[config.mk]
export PLATFORM = sky130hd
export DESIGN_NAME = writeback_queue_flat
export DESIGN_NICKNAME = d
export VERILOG_FILES = /design/src/rtl/writeback_queue_pkg.sv /design/src/rtl/writeback_queue_if.sv /design/src/rtl/writeback_queue_fwd.sv /design/src/rtl/writeback_queue.sv /design/src/flat_wrapper.sv
export SDC_FILE = /design/constraint.sdc
export NUM_CORES = 1
export LEC_CHECK = 0
export BUFFER_PORTS_ARGS = -buffer_cell sky130_fd_sc_hd__buf_2
export CAP_MARGIN = 40
export CORE_ASPECT_RATIO = 0.7
export CORE_MARGIN = 5
export CORE_UTILIZATION = 45
export CTS_CLUSTER_DIAMETER = 200
export CTS_CLUSTER_SIZE = 8
export DETAILED_ROUTE_END_ITERATION = 10
export PLACE_DENSITY = 0.63
export SLEW_MARGIN = 20
export SYNTH_ARGS = -nofsm -noshare
export SYNTH_HDL_FRONTEND = slang
export SYNTH_SLANG_ARGS = --single-unit
[constraint.sdc]
create_clock -name Clk -period 15.5 [get_ports Clk]
set_clock_uncertainty 0.15 [all_clocks]
set_input_delay 4.65 -clock Clk [delete_from_list [all_inputs] [get_ports Clk]]
set_output_delay 4.65 -clock Clk [all_outputs]
set_load 0.02 [all_outputs]
[src/rtl/writeback_queue_pkg.sv]
// Shared constants and entry record for the register writeback queue.
// Consumers import this package; queue and forwarding logic size themselves from it.
package writeback_queue_pkg;

    localparam int QDepth    = 4;
    localparam int AddrWidth = 5;
    localparam int DataWidth = 32;

    typedef struct packed {
        logic [AddrWidth-1:0] regAddr;
        logic [DataWidth-1:0] data;
    } entry_t;

    function automatic int countWidth(input int depth);
        return $clog2(depth) + 1;
    endfunction

endpackage

[src/rtl/writeback_queue_if.sv]
// Handshake, register-file write and forwarding-snoop bundle of the writeback queue.
// slave is the queue side; master is the pipeline / register-file side.
interface writeback_queue_if
    import writeback_queue_pkg::*;
#(
    parameter int width        = DataWidth,
    parameter int addresswidth = AddrWidth,
    parameter int qdepth       = QDepth
);

    logic                          InValid;
    logic                          InReady;
    logic [addresswidth-1:0]       InRegister;
    logic [width-1:0]              InData;
    logic                          WbEnable;
    logic                          RegWrite;
    logic [addresswidth-1:0]       WriteRegister;
    logic [width-1:0]              WriteData;
    logic [addresswidth-1:0]       ReadRegister1;
    logic [addresswidth-1:0]       ReadRegister2;
    logic                          FwdValid1;
    logic                          FwdValid2;
    logic [width-1:0]              FwdData1;
    logic [width-1:0]              FwdData2;
    logic [countWidth(qdepth)-1:0] Count;
    logic                          Empty;
    logic                          Full;

    modport slave (
        input  InValid, InRegister, InData, WbEnable, ReadRegister1, ReadRegister2,
        output InReady, RegWrite, WriteRegister, WriteData,
        output FwdValid1, FwdValid2, FwdData1, FwdData2, Count, Empty, Full
    );

    modport master (
        output InValid, InRegister, InData, WbEnable, ReadRegister1, ReadRegister2,
        input  InReady, RegWrite, WriteRegister, WriteData,
        input  FwdValid1, FwdValid2, FwdData1, FwdData2, Count, Empty, Full
    );

endinterface

[src/rtl/writeback_queue_fwd.sv]
// Youngest-match search of one read address over the occupied queue entries.
// Purely combinational; never matches address 0 and returns 0 data on a miss.
module fwd_match
    import writeback_queue_pkg::*;
#(
    parameter int width        = DataWidth,
    parameter int addresswidth = AddrWidth,
    parameter int qdepth       = QDepth
)(
    input  entry_t                        entries [qdepth],
    input  logic [$clog2(qdepth)-1:0]     head,
    input  logic [countWidth(qdepth)-1:0] count,
    input  logic [addresswidth-1:0]       readRegister,
    output logic                          fwdValid,
    output logic [width-1:0]              fwdData
);

    localparam int PtrWidth = $clog2(qdepth);
    localparam int CntWidth = countWidth(qdepth);

    logic [PtrWidth-1:0] idx;

    // Walk oldest to youngest so a later hit overrides an earlier one.
    always_comb begin
        fwdValid = 1'b0;
        fwdData  = '0;
        idx      = '0;
        for (int k = 0; k < qdepth; k++) begin
            idx = head + PtrWidth'(k);
            if ((CntWidth'(k) < count) && (readRegister != '0) &&
                (entries[idx].regAddr == readRegister)) begin
                fwdValid = 1'b1;
                fwdData  = entries[idx].data;
            end
        end
    end

endmodule

[src/rtl/writeback_queue.sv]
// Circular queue of pending register writes, drained one per cycle while WbEnable, with read forwarding.
// Latency: enqueue at edge N is at the head from edge N; backpressure: InReady = !Full, no enqueue while full.
module writeback_queue
    import writeback_queue_pkg::*;
#(
    parameter int width        = DataWidth,
    parameter int addresswidth = AddrWidth,
    parameter int qdepth       = QDepth
)(
    input  logic               Clk,
    input  logic               Reset_n,
    writeback_queue_if.slave   bus
);

    localparam int PtrWidth = $clog2(qdepth);
    localparam int CntWidth = countWidth(qdepth);

    entry_t              entries [qdepth];
    logic [PtrWidth-1:0] head;
    logic [PtrWidth-1:0] tail;
    logic [CntWidth-1:0] count;
    logic                empty;
    logic                full;
    logic                push;
    logic                pop;

    assign empty = (count == '0);
    assign full  = (count == CntWidth'(qdepth));

    // Writes to register 0 complete the handshake but are never stored.
    assign push = bus.InValid && !full && (bus.InRegister != '0);
    assign pop  = !empty && bus.WbEnable;

    assign bus.InReady       = !full;
    assign bus.Empty         = empty;
    assign bus.Full          = full;
    assign bus.Count         = count;
    assign bus.RegWrite      = pop;
    assign bus.WriteRegister = empty ? '0 : entries[head].regAddr;
    assign bus.WriteData     = empty ? '0 : entries[head].data;

    always_ff @(posedge Clk or negedge Reset_n) begin
        if (!Reset_n) begin
            head  <= '0;
            tail  <= '0;
            count <= '0;
        end else begin
            if (push) tail <= tail + 1'b1;
            if (pop)  head <= head + 1'b1;
            count <= count + CntWidth'(push) - CntWidth'(pop);
        end
    end

    // Storage is left unreset: only slots inside [head, head+count) are ever read.
    always_ff @(posedge Clk) begin
        if (push) entries[tail] <= '{regAddr: bus.InRegister, data: bus.InData};
    end

    fwd_match #(.width(width), .addresswidth(addresswidth), .qdepth(qdepth)) u_fwd1 (
        .entries      (entries),
        .head         (head),
        .count        (count),
        .readRegister (bus.ReadRegister1),
        .fwdValid     (bus.FwdValid1),
        .fwdData      (bus.FwdData1)
    );

    fwd_match #(.width(width), .addresswidth(addresswidth), .qdepth(qdepth)) u_fwd2 (
        .entries      (entries),
        .head         (head),
        .count        (count),
        .readRegister (bus.ReadRegister2),
        .fwdValid     (bus.FwdValid2),
        .fwdData      (bus.FwdData2)
    );

endmodule

[src/flat_wrapper.sv]
// flat-port wrapper written by rule: the top's interface ports become plain ports
module writeback_queue_flat import writeback_queue_pkg::*;
#(
    parameter int width        = DataWidth,
    parameter int addresswidth = AddrWidth,
    parameter int qdepth       = QDepth
)
  (Clk, Reset_n, bus_InValid, bus_InRegister, bus_InData, bus_WbEnable, bus_ReadRegister1, bus_ReadRegister2, bus_InReady, bus_RegWrite, bus_WriteRegister, bus_WriteData, bus_FwdValid1, bus_FwdValid2, bus_FwdData1, bus_FwdData2, bus_Count, bus_Empty, bus_Full);
  writeback_queue_if #(.width(width), .addresswidth(addresswidth), .qdepth(qdepth)) bus_i ();
  input  logic Clk;
  input  logic Reset_n;
  input wire logic [$bits(bus_i.InValid)-1:0] bus_InValid;
  input wire logic [$bits(bus_i.InRegister)-1:0] bus_InRegister;
  input wire logic [$bits(bus_i.InData)-1:0] bus_InData;
  input wire logic [$bits(bus_i.WbEnable)-1:0] bus_WbEnable;
  input wire logic [$bits(bus_i.ReadRegister1)-1:0] bus_ReadRegister1;
  input wire logic [$bits(bus_i.ReadRegister2)-1:0] bus_ReadRegister2;
  output wire logic [$bits(bus_i.InReady)-1:0] bus_InReady;
  output wire logic [$bits(bus_i.RegWrite)-1:0] bus_RegWrite;
  output wire logic [$bits(bus_i.WriteRegister)-1:0] bus_WriteRegister;
  output wire logic [$bits(bus_i.WriteData)-1:0] bus_WriteData;
  output wire logic [$bits(bus_i.FwdValid1)-1:0] bus_FwdValid1;
  output wire logic [$bits(bus_i.FwdValid2)-1:0] bus_FwdValid2;
  output wire logic [$bits(bus_i.FwdData1)-1:0] bus_FwdData1;
  output wire logic [$bits(bus_i.FwdData2)-1:0] bus_FwdData2;
  output wire logic [$bits(bus_i.Count)-1:0] bus_Count;
  output wire logic [$bits(bus_i.Empty)-1:0] bus_Empty;
  output wire logic [$bits(bus_i.Full)-1:0] bus_Full;
  assign bus_i.InValid = bus_InValid;
  assign bus_i.InRegister = bus_InRegister;
  assign bus_i.InData = bus_InData;
  assign bus_i.WbEnable = bus_WbEnable;
  assign bus_i.ReadRegister1 = bus_ReadRegister1;
  assign bus_i.ReadRegister2 = bus_ReadRegister2;
  assign bus_InReady = bus_i.InReady;
  assign bus_RegWrite = bus_i.RegWrite;
  assign bus_WriteRegister = bus_i.WriteRegister;
  assign bus_WriteData = bus_i.WriteData;
  assign bus_FwdValid1 = bus_i.FwdValid1;
  assign bus_FwdValid2 = bus_i.FwdValid2;
  assign bus_FwdData1 = bus_i.FwdData1;
  assign bus_FwdData2 = bus_i.FwdData2;
  assign bus_Count = bus_i.Count;
  assign bus_Empty = bus_i.Empty;
  assign bus_Full = bus_i.Full;
  writeback_queue #(.width(width), .addresswidth(addresswidth), .qdepth(qdepth)) u_core (.Clk(Clk), .Reset_n(Reset_n), .bus(bus_i));
endmodule
==> impl_metrics.env, run 1 <==
export IMPL_initial_core_util=0.4579
export IMPL_cp_depth=11
export IMPL_worst_pin_slew_ns=0.8450
export IMPL_cts_made_buffers=17
export IMPL_num_vias=8773
export IMPL_crit_path_max_incr_delay_ns=0.46
export IMPL_reg2reg_to="u_core.bus.Count[2]$_DFF_PN0_"
export IMPL_grt_pass1_vias=8299
export IMPL_place_hpwl_um=20190
export IMPL_multiInputGateArea_um2=5741
export IMPL_grt_max_degree=98
export IMPL_crit_top_cell="buf_2"
export IMPL_finalWirelength_um=30490
export IMPL_cp_cell_sequence="buf_2 > nor4_1 > and2_1 > nor3_1 > a32o_2 > buf_16 > nor2b_1 > nand2_1 > buf_4 > o21ai_0 > buf_2"
export IMPL_drc=0
export IMPL_cts_root_buffer="clkbuf_16"
export IMPL_crit_fanout=29
export IMPL_synth_edf_count=148
export IMPL_cpLargestDelayFamily="simple AND/OR/NAND/NOR gates"
export IMPL_fin_setup_tns_ns=0
export IMPL_clock_sinks=155
export IMPL_synth_cell_types=52
export IMPL_post_cts_buffers=0
export IMPL_antenna_found_initial=4
export IMPL_num_rows=47
export IMPL_drv_slew=0
export IMPL_drt_first_pass_iters=6
export IMPL_clk_path_buf_depth=2
export IMPL_core_area_um2=23640
export IMPL_cp_end_kind="output pin"
export IMPL_track_usage=0.2180
export IMPL_io_pins=161
export IMPL_worst_path_max_delay_cell="a32o_2"
export IMPL_gp_congestion=0.9206
export IMPL_synthTopCellsByArea="edfxtp_1, mux2i_1, mux2_2"
export IMPL_vias_per_cell=5.791
export IMPL_finalCriticalPeriod_ns=12.33
export IMPL_crit_buf_inv=4
export IMPL_r2r_slack_ns=12.85
export IMPL_r2r_cells=7
export IMPL_cp_endpoint="bus_FwdData2[28]"
export IMPL_synth_area_per_cell_um2=10.06
export IMPL_power_leakage_nw=4.885
export IMPL_ys_seq_area_frac=0.4268
export IMPL_rsz0062_at_grt="false"
export IMPL_nets=1242
export IMPL_crit_type="in2out"
export IMPL_detail_route_wl_per_cell_um=20.12
export IMPL_yosys_register_bits=155
export IMPL_ant_nets=0
export IMPL_drt_iter0_drc=835
export IMPL_die_h_um=139.8
export IMPL_fillers=2148
export IMPL_synth_area_um2=10820
export IMPL_crit_path_start="bus_ReadRegister2[2]"
export IMPL_r2r_start="u_core.bus.Count[2]$_DFF_PN0_"
export IMPL_hold_class="reg2reg"
export IMPL_area_sequential_um2=4627
export IMPL_layout_drive_gt1_share=0.2561
export IMPL_required_ns=10.70
export IMPL_ctsHoldBuffers=0
export IMPL_area_delta_synth_final_pct=15.20
export IMPL_synth_top_area_share=0.4106
export IMPL_worstSetupStartpointType="primary input"
export IMPL_clk_latency_ns=0.42
export IMPL_dieWidth_um=195.4
export IMPL_p_total_mw=2.688
export IMPL_cts_tree="done"
export IMPL_synth_most_common_cell="edfxtp_1"
export IMPL_yosys_warnings=0
export IMPL_finalCritPeriodShare=0.7957
export IMPL_ys_top_cells_by_count="edfxtp_1, nand2_1, mux2i_1, nor2_1, o21ai_0"
export IMPL_clock_fmax_mhz=81.08
export IMPL_synth_flop_cell="edfxtp_1"
export IMPL_outcome="completed"
export IMPL_gr_total_overflow=0
export IMPL_syn_inst=1076
export IMPL_arrival_ns=7.53
export IMPL_io_buffers=160
export IMPL_synth_net_count=1136
export IMPL_postSynth_asyncResetShare=0.04516
export IMPL_clk_pin_slew_worst_paths_ns=0.06
export IMPL_peakVddDrop_mv=0.1092
export IMPL_p_per_area_nw_per_um2=215.6
export IMPL_final_setup_viol_count=0
export IMPL_cts_resized=0
export IMPL_hold_viol=0
export IMPL_slew_headroom=0.4366
export IMPL_yosysTopAreaCell="edfxtp_1"
export IMPL_h_tree_depth=4
export IMPL_grt_pass1_wl_um=47420
export IMPL_maxCapViolations=0
export IMPL_design_die_area_um2=27300
worst min-delay path, stage by stage (launching register included):
cell     delay [ns]
dfrtp_1        0.37
inv_1          0.10
xnor2_1        0.13
per-layer routing:
| layer | part of all wire | global-route usage | up-vias |
|---|---|---|---|
| li1 | - | - | 4207 |
| met1 | 0.47 | 0.3259 | 4137 |
| met2 | 0.44 | 0.3270 | 396 |
| met3 | 0.078 | 0.04639 | 27 |
| met4 | 0.010 | 0.04774 | 6 |
| met5 | 0.0013 | 0 | - |
cell usage in the layout, fill, tap and decap left out, drive strengths merged, types with 12 or more instances in the layout:
master  instances
o221ai         26
mux2           61
clkbuf         19
inv            18
mux2i         107
mux4           19
a21oi          66
o21ai          76
nor2           77
edfxtp        148
nor3           12
xnor2          42
nand2         143
nor2b          29
o22ai          28
nand2b         27
buf           180
a221oi         26
where the power goes:
group / internal [mW] / switching, mW / total, mW
sequential: 0.556 / 0.0781 / 0.634
combinational: 0.619 / 1.03 / 1.65
clock: 0.238 / 0.166 / 0.404
metrics by stage:
step	utilization	cells	hold slack (ns)	worst slack [ns]	cell area, µm²
2_1_floorplan	-	1076	0.4296	3.715	10820
3_3_place_gp	0.4966	1475	0.4646	3.186	11740
3_5_place_dp	0.4984	1477	0.4767	3.241	11780
4_1_cts	0.5229	1509	0.4845	3.224	12360
5_1_grt	0.5274	1514	0.5134	3.035	12470
6_report	0.5275	1515	0.4843	3.167	12470
cell families after synthesis:
group	Yosys count	share of synthesized area
AOI/OAI and AO/OA	241	0.1382
muxes	187	0.2023
xor gates and xnor gates	49	0.04034
buffers and inverters	111	0.04531
adders and majority gates	9	0.01110
DFF	155	0.4268
and+or+nand+nor	324	0.1359
registers in the layout (all words and copies together), names as in the netlist:
| name | flops |
|---|---|
| u_core.bus.Count | 3 |
| u_core.head | 2 |
| u_core.tail | 2 |
| u_core.entries | 148 |
area by class of cell:
cell class                      count  share of cell area
Antenna cell                        2           0.0004014
Inverter                           18            0.005519
Tap cell                          318             0.03191
Clock buffer                       19             0.03472
Multi-Input combinational cell    810              0.4604
Clock inverter                     13             0.01174
Timing Repair Buffer              180             0.08429
Sequential cell                   155              0.3711
how the worst min path moves through the flow:
stage / from / to / cells after the start
2_1_floorplan: u_core.tail[1]$_DFFE_PN0P_ / u_core.tail[1]$_DFFE_PN0P_ / 2
3_3_place_gp: u_core.tail[1]$_DFFE_PN0P_ / u_core.tail[1]$_DFFE_PN0P_ / 2
3_5_place_dp: u_core.tail[0]$_DFFE_PN0P_ / u_core.tail[0]$_DFFE_PN0P_ / 2
4_1_cts: u_core.tail[0]$_DFFE_PN0P_ / u_core.tail[0]$_DFFE_PN0P_ / 2
5_1_grt: u_core.tail[0]$_DFFE_PN0P_ / u_core.tail[0]$_DFFE_PN0P_ / 2
6_report: u_core.tail[0]$_DFFE_PN0P_ / u_core.tail[0]$_DFFE_PN0P_ / 2
No activity file was read; power rests on OpenSTA's default activity.
==> run 2: changes to the inputs <==
--- a/config.mk
+++ b/config.mk
@@ -5,6 +5,7 @@
 export SDC_FILE = /design/constraint.sdc
 export NUM_CORES = 1
 export LEC_CHECK = 0
+export ABC_AREA = 1
 export BUFFER_PORTS_ARGS = -buffer_cell sky130_fd_sc_hd__buf_2
 export CAP_MARGIN = 40
 export CORE_ASPECT_RATIO = 0.7
==> constraint.sdc (replaced) <==
create_clock -name Clk -period 11.79 [get_ports Clk]
set_clock_uncertainty 0.15 [all_clocks]
set_input_delay 3.537 -clock Clk [delete_from_list [all_inputs] [get_ports Clk]]
set_output_delay 3.537 -clock Clk [all_outputs]
set_load 0.02 [all_outputs]
==> run 2 against run 1 <==
Effect of this change: global-route usage rose by 3.8 points; critical path type unchanged; largest cell class unchanged; combinational power up 78%; critical endpoint is now bus_FwdData1[8]; die area increased by 12%; wire length rose by 29%.
==> impl_metrics.env, run 2 <==
export IMPL_io_pins=161
export IMPL_post_cts_buffers=0
export IMPL_grt_pass1_wl_um=61110
export IMPL_synth_area_per_cell_um2=6.472
export IMPL_diodes=0
export IMPL_io_buffers=160
export IMPL_gr_total_overflow=0
export IMPL_cts_tree="done"
export IMPL_num_rows=50
export IMPL_worstSetupStartpointType="primary input"
export IMPL_fin_setup_tns_ns=0
export IMPL_crit_buf_inv=4
export IMPL_p_per_area_nw_per_um2=307.8
export IMPL_num_vias=12470
export IMPL_cts_resized=0
export IMPL_die_h_um=147.8
export IMPL_largest_reg_flops=148
export IMPL_ant_nets=0
export IMPL_layout_common_cells="nand2_1, nor2_1, o21ai_0, inv_1, buf_2"
export IMPL_cpLargestDelayFamily="simple AND/OR/NAND/NOR gates"
export IMPL_synth_area_um2=12200
export IMPL_final_setup_viol_count=0
export IMPL_layout_commonest_cell="nand2_1"
export IMPL_placed_area_um2=13290
export IMPL_rsz0062_at_grt="false"
export IMPL_ys_seq_area_frac=0.3787
export IMPL_yosys_register_bits=155
export IMPL_detail_route_wl_per_cell_um=16.79
export IMPL_clk_path_buf_depth=2
export IMPL_required_ns=8.10
export IMPL_syn_inst=1885
export IMPL_ctsHoldBuffers=0
export IMPL_synth_edf_count=148
export IMPL_synth_net_count=1945
export IMPL_track_usage=0.2557
export IMPL_cp_cell_sequence="buf_2 > inv_1 > nand3_1 > nand2_1 > a21oi_1 > nand3_1 > nor2_4 > buf_4 > nor2_1 > nand2_1 > nand2_1 > buf_2"
export IMPL_design_die_area_um2=30560
export IMPL_layout_drive_gt1_share=0.1270
export IMPL_vias_per_cell=5.331
export IMPL_whs_ns=0.4884
export IMPL_clk_latency_ns=0.44
export IMPL_drv_slew=0
export IMPL_crit_fanout=34
export IMPL_clock_sinks=155
export IMPL_clk_pin_slew_worst_paths_ns=0.06
export IMPL_peakVddDrop_mv=0.1716
export IMPL_synth_most_common_cell="nand2_1"
export IMPL_crit_top_cell="nand2_1"
export IMPL_synth_flop_cell="edfxtp_1"
export IMPL_grt_pass1_vias=10960
export IMPL_h_tree_depth=4
export IMPL_postSynth_asyncResetShare=0.04516
export IMPL_hold_class="reg2reg"
export IMPL_area_delta_synth_final_pct=13.53
export IMPL_regMostFlops="u_core.entries"
export IMPL_arrival_ns=6.01
export IMPL_finalCritPeriodShare=0.8226
export IMPL_outcome="completed"
export IMPL_clock_fmax_mhz=103.1
export IMPL_cts_made_buffers=17
export IMPL_synth_top_area_share=0.3643
export IMPL_synth_cell_types=29
export IMPL_antenna_found_initial=5
export IMPL_yosysTopAreaCell="edfxtp_1"
export IMPL_gp_congestion=0.9793
export IMPL_crit_type="in2out"
export IMPL_initial_core_util=0.4567
export IMPL_ys_top_cells_by_count="nand2_1, nor2_1, o21ai_0, inv_1, edfxtp_1"
export IMPL_slew_headroom=0.4396
export IMPL_nets=2024
export IMPL_core_area_um2=26710
export IMPL_cp_end_kind="output pin"
export IMPL_hold_viol=0
export IMPL_stdcell_area_um2=13850
export IMPL_finalCriticalPeriod_ns=9.699
export IMPL_drt_first_pass_iters=6
export IMPL_yosys_warnings=0
export IMPL_crit_path_max_incr_delay_ns=0.71
export IMPL_dieWidth_um=206.8
export IMPL_place_hpwl_um=26500
export IMPL_finalWirelength_um=39290
export IMPL_drc=0
export IMPL_synthTopCellsByArea="edfxtp_1, nand2_1, o21ai_0"
export IMPL_drt_iter0_drc=1452
export IMPL_grt_max_degree=93
export IMPL_maxCapViolations=0
export IMPL_cts_root_buffer="clkbuf_16"
export IMPL_power_leakage_nw=6.595
export IMPL_worst_pin_slew_ns=0.8386
export IMPL_worst_path_max_delay_cell="nor2_4"
run 2: cell count changes in the layout (fill, tap and decap cells not counted), moves of 28 or more:
| cell | change |
|---|---|
| o22ai_1 | -28 |
| nor2b_1 | -29 |
| inv_1 | +155 |
| o21ai_1 | +38 |
| nand2_1 | +519 |
| nand3_1 | +114 |
| nor2_1 | +180 |
| nand4_1 | +65 |
| mux2_2 | -61 |
| a21oi_1 | -61 |
| mux2i_1 | -107 |
| o21ai_0 | +151 |
| xnor2_1 | -40 |
run 2: through the flow:
| stage | instances | setup WS [ns] | power (mW) | util |
|---|---|---|---|---|
| final | 2340 | 2.091 | 4.263 | 0.5185 |
| after floorplan | 1885 | 3.420 | 2.822 | - |
| after detailed placement | 2309 | 2.143 | 3.701 | 0.4975 |
| after global placement | 2297 | 1.988 | 3.603 | 0.4873 |
| after CTS | 2340 | 2.141 | 4.244 | 0.5185 |
| after global routing | 2340 | 1.879 | 4.618 | 0.5185 |
run 2: logic make-up (layout without fill, tap and decap cells):
kind of cell | count (synthesis) | after routing | share of synthesized area
buf+inv | 306 | 397 | 0.1114
xor+xnor | 9 | 9 | 0.006462
simple gates | 1130 | 1130 | 0.3789
flops | 155 | 155 | 0.3787
compound gates | 276 | 276 | 0.1148
fa+ha+maj | 9 | 9 | 0.009847
run 2: final timing paths:
path                                                    start                            end  slack, ns  depth (start not counted)
worst min register to register     u_core.tail[0]$_DFFE_PN0P_     u_core.tail[0]$_DFFE_PN0P_       0.49                          2
worst max register to register  u_core.bus.Count[2]$_DFF_PN0_  u_core.entries[131]$_DFFE_PP_       8.93                          6
max in group asynchronous                             Reset_n     u_core.head[1]$_DFFE_PN0P_       8.53                          1
worst max-delay path                     bus_ReadRegister1[4]                bus_FwdData1[8]       2.09                         12
min in group asynchronous                             Reset_n     u_core.head[0]$_DFFE_PN0P_       2.78                          1
worst min-delay path               u_core.tail[0]$_DFFE_PN0P_     u_core.tail[0]$_DFFE_PN0P_       0.49                          2
run 2: metal layers:
layer  vias to the layer above  share of wire  global-route usage
met5                         -         0.0017                   0
met4                        10          0.012             0.05878
met3                        53          0.092             0.04627
met2                       558           0.43              0.3902
met1                      5599           0.46              0.3793
li1                       6254              -                   -
run 2: layout make-up:
class                      count  area (µm²)
inverter                     177       669.4
sequential                   155        4627
tap                          364       455.4
clock inverter                11       123.9
multi-input combinational   1424        6336
timing repair buffer         189        1201
fill                        2730       12860
clock buffer                  20       436.7
run 2: tightest hold or removal path, stage by stage, from the launching register on:
cell	delay [ns]
dfrtp_1	0.40
inv_1	0.12
xor2_1	0.08
run 2: where the power goes:
part,internal [mW],leakage (nW),switching [mW]
Sequential,0.730,1.44,0.0592
Clock,0.310,0.256,0.229
Combinational,0.791,4.90,2.14
==> run 3: changes to the inputs <==
==> constraint.sdc (replaced) <==
create_clock -name Clk -period 9.5 [get_ports Clk]
set_clock_uncertainty 0.15 [all_clocks]
set_input_delay 2.85 -clock Clk [delete_from_list [all_inputs] [get_ports Clk]]
set_output_delay 2.85 -clock Clk [all_outputs]
set_load 0.02 [all_outputs]
==> run 3 against run 2 <==
Effect of this change: worst setup slack worse by 0.57 ns; die area unchanged; flip-flop and latch count unchanged; final area about the same; final cell count up 0.17%; global-route usage down 0.27 points; clock power up 21%; worst hold slack worse by 0.0038 ns; total power up 24%; utilization about the same; critical path depth up 3; sequential power up 29%; critical path type unchanged; critical endpoint is now bus_FwdData1[22].
==> impl_metrics.env, run 3 (synthesis results as in run 2) <==
export IMPL_p_per_area_nw_per_um2=382.2
export IMPL_arrival_ns=4.98
export IMPL_slew_headroom=0.4588
export IMPL_fillers=2664
export IMPL_worst_pin_slew_ns=0.8117
export IMPL_io_buffers=160
export IMPL_multiInputGateArea_um2=6336
export IMPL_grt_max_degree=112
export IMPL_pre_cts_ws_ns=1.439
export IMPL_crit_fanout=18
export IMPL_die_h_um=147.8
export IMPL_area_delta_synth_final_pct=13.48
export IMPL_grt_pass1_vias=10920
export IMPL_drt_first_pass_iters=6
export IMPL_track_usage=0.2531
export IMPL_ctsHoldBuffers=0
export IMPL_combPwrFrac=0.684
export IMPL_core_area_um2=26710
export IMPL_vias_per_cell=5.253
export IMPL_num_vias=12310
export IMPL_clk_pin_slew_worst_paths_ns=0.06
export IMPL_switching_share=0.5724
export IMPL_dieWidth_um=206.8
export IMPL_initial_core_util=0.4567
export IMPL_peakVddDrop_mv=0.2345
export IMPL_clock_sinks=155
export IMPL_layout_drive_gt1_share=0.1239
export IMPL_num_rows=50
export IMPL_clk_path_buf_depth=2
export IMPL_layout_common_cells="nand2_1, nor2_1, o21ai_0, inv_1, buf_2"
export IMPL_finalWirelength_um=39260
export IMPL_cts_resized=0
export IMPL_finalCritPeriodShare=0.8401
export IMPL_cts_tree="done"
export IMPL_cp_end_kind="output pin"
export IMPL_rsz0062_at_grt="false"
export IMPL_largest_reg_flops=148
export IMPL_cts_made_buffers=17
export IMPL_post_cts_buffers=0
export IMPL_hold_class="reg2reg"
export IMPL_antenna_found_initial=7
export IMPL_drc=0
export IMPL_drv_slew=0
export IMPL_h_tree_depth=4
export IMPL_power_switching_mw=3.029
export IMPL_drt_iter0_drc=1239
export IMPL_pwr_share_clk=0.123
export IMPL_maxCapViolations=0
export IMPL_hold_viol=0
export IMPL_cts_root_buffer="clkbuf_16"
export IMPL_gp_congestion=0.9555
export IMPL_p_int_mw=2.262
export IMPL_fin_setup_tns_ns=0
export IMPL_layout_commonest_cell="nand2_1"
export IMPL_design_die_area_um2=30560
export IMPL_gr_total_overflow=0
export IMPL_ant_nets=0
export IMPL_area_sequential_um2=4627
export IMPL_worstSetupStartpointType="primary input"
export IMPL_io_pins=161
export IMPL_crit_type="in2out"
export IMPL_finalWorstSetupSlack_ns=1.519
export IMPL_grt_pass1_wl_um=60440
export IMPL_regMostFlops="u_core.entries"
export IMPL_clk_latency_ns=0.43
export IMPL_finalCriticalPeriod_ns=7.981
export IMPL_required_ns=6.50
export IMPL_seq_power_share=0.193
export IMPL_power_leakage_nw=6.588
export IMPL_place_hpwl_um=25920
export IMPL_final_setup_viol_count=0
export IMPL_outcome="completed"
export IMPL_detail_route_wl_per_cell_um=16.75
export IMPL_nets=2024
export IMPL_clock_fmax_mhz=125.3
run 3: worst paths after layout:
kind	from	end	slack [ns]	depth (start not counted)
worst min-delay path	u_core.tail[0]$_DFFE_PN0P_	u_core.tail[0]$_DFFE_PN0P_	0.48	2
min in group asynchronous	Reset_n	u_core.bus.Count[1]$_DFF_PN0_	2.09	1
worst max register to register	u_core.bus.Count[2]$_DFF_PN0_	u_core.entries[92]$_DFFE_PP_	6.68	6
worst max-delay path	bus_ReadRegister1[4]	bus_FwdData1[22]	1.52	15
worst min register to register	u_core.tail[0]$_DFFE_PN0P_	u_core.tail[0]$_DFFE_PN0P_	0.48	2
max in group asynchronous	Reset_n	u_core.head[1]$_DFFE_PN0P_	6.94	1
run 3: cell type report:
cell class              instances  share of cell area
multi-input cells            1424              0.4577
flip-flops and latches        155              0.3342
repair buffers                189             0.08713
inverters                     177             0.04835
well taps                     364             0.03290
clock buffers                  20             0.03154
clock inverters                12            0.007592
diodes                          3           0.0005423
run 3: routing by layer:
metal / part of all wire / global-route usage / vias up / wire, µm
met5: 0.0014 / 0 / - / 55
met4: 0.014 / 0.06143 / 8 / 545
met3: 0.089 / 0.05855 / 51 / 3506
met2: 0.44 / 0.3900 / 479 / 17180
met1: 0.46 / 0.3626 / 5520 / 17980
li1: - / - / 6255 / -
run 3: critical path, stage by stage:
cell and delay [ns]:
buf_2 0.11, inv_1 0.11, nand3_1 0.18, nand2_1 0.07, inv_1 0.06, nand2_1 0.05, nor2_1 0.13, nand3_2 0.46
buf_16 0.36, nor2_1 0.09, nand2_1 0.06, nand3_1 0.09, nand2_1 0.07, nand2_1 0.10, buf_2 0.18
run 3: power by group through the flow:
stage | logic, mW | registers (mW) | clock network [mW]
2_1_floorplan | 2.54 | 0.967 | 0
3_3_place_gp | 3.47 | 1.03 | 0
3_5_place_dp | 3.56 | 1.03 | 0
4_1_cts | 3.58 | 1.02 | 0.662
5_1_grt | 4.00 | 1.04 | 0.690
6_report | 3.62 | 1.02 | 0.651
run 3: per-stage QoR:
step	std cells	util	hold WS (ns)	cell area (µm²)	power [mW]
global route	2344	0.5182	0.5148	13840	5.732
finish	2344	0.5182	0.4846	13840	5.291
detailed placement	2307	0.4962	0.4823	13250	4.597
global placement	2298	0.4885	0.4657	13050	4.503
CTS	2339	0.5164	0.4910	13800	5.262
floorplan	1885	-	0.4296	12200	3.502
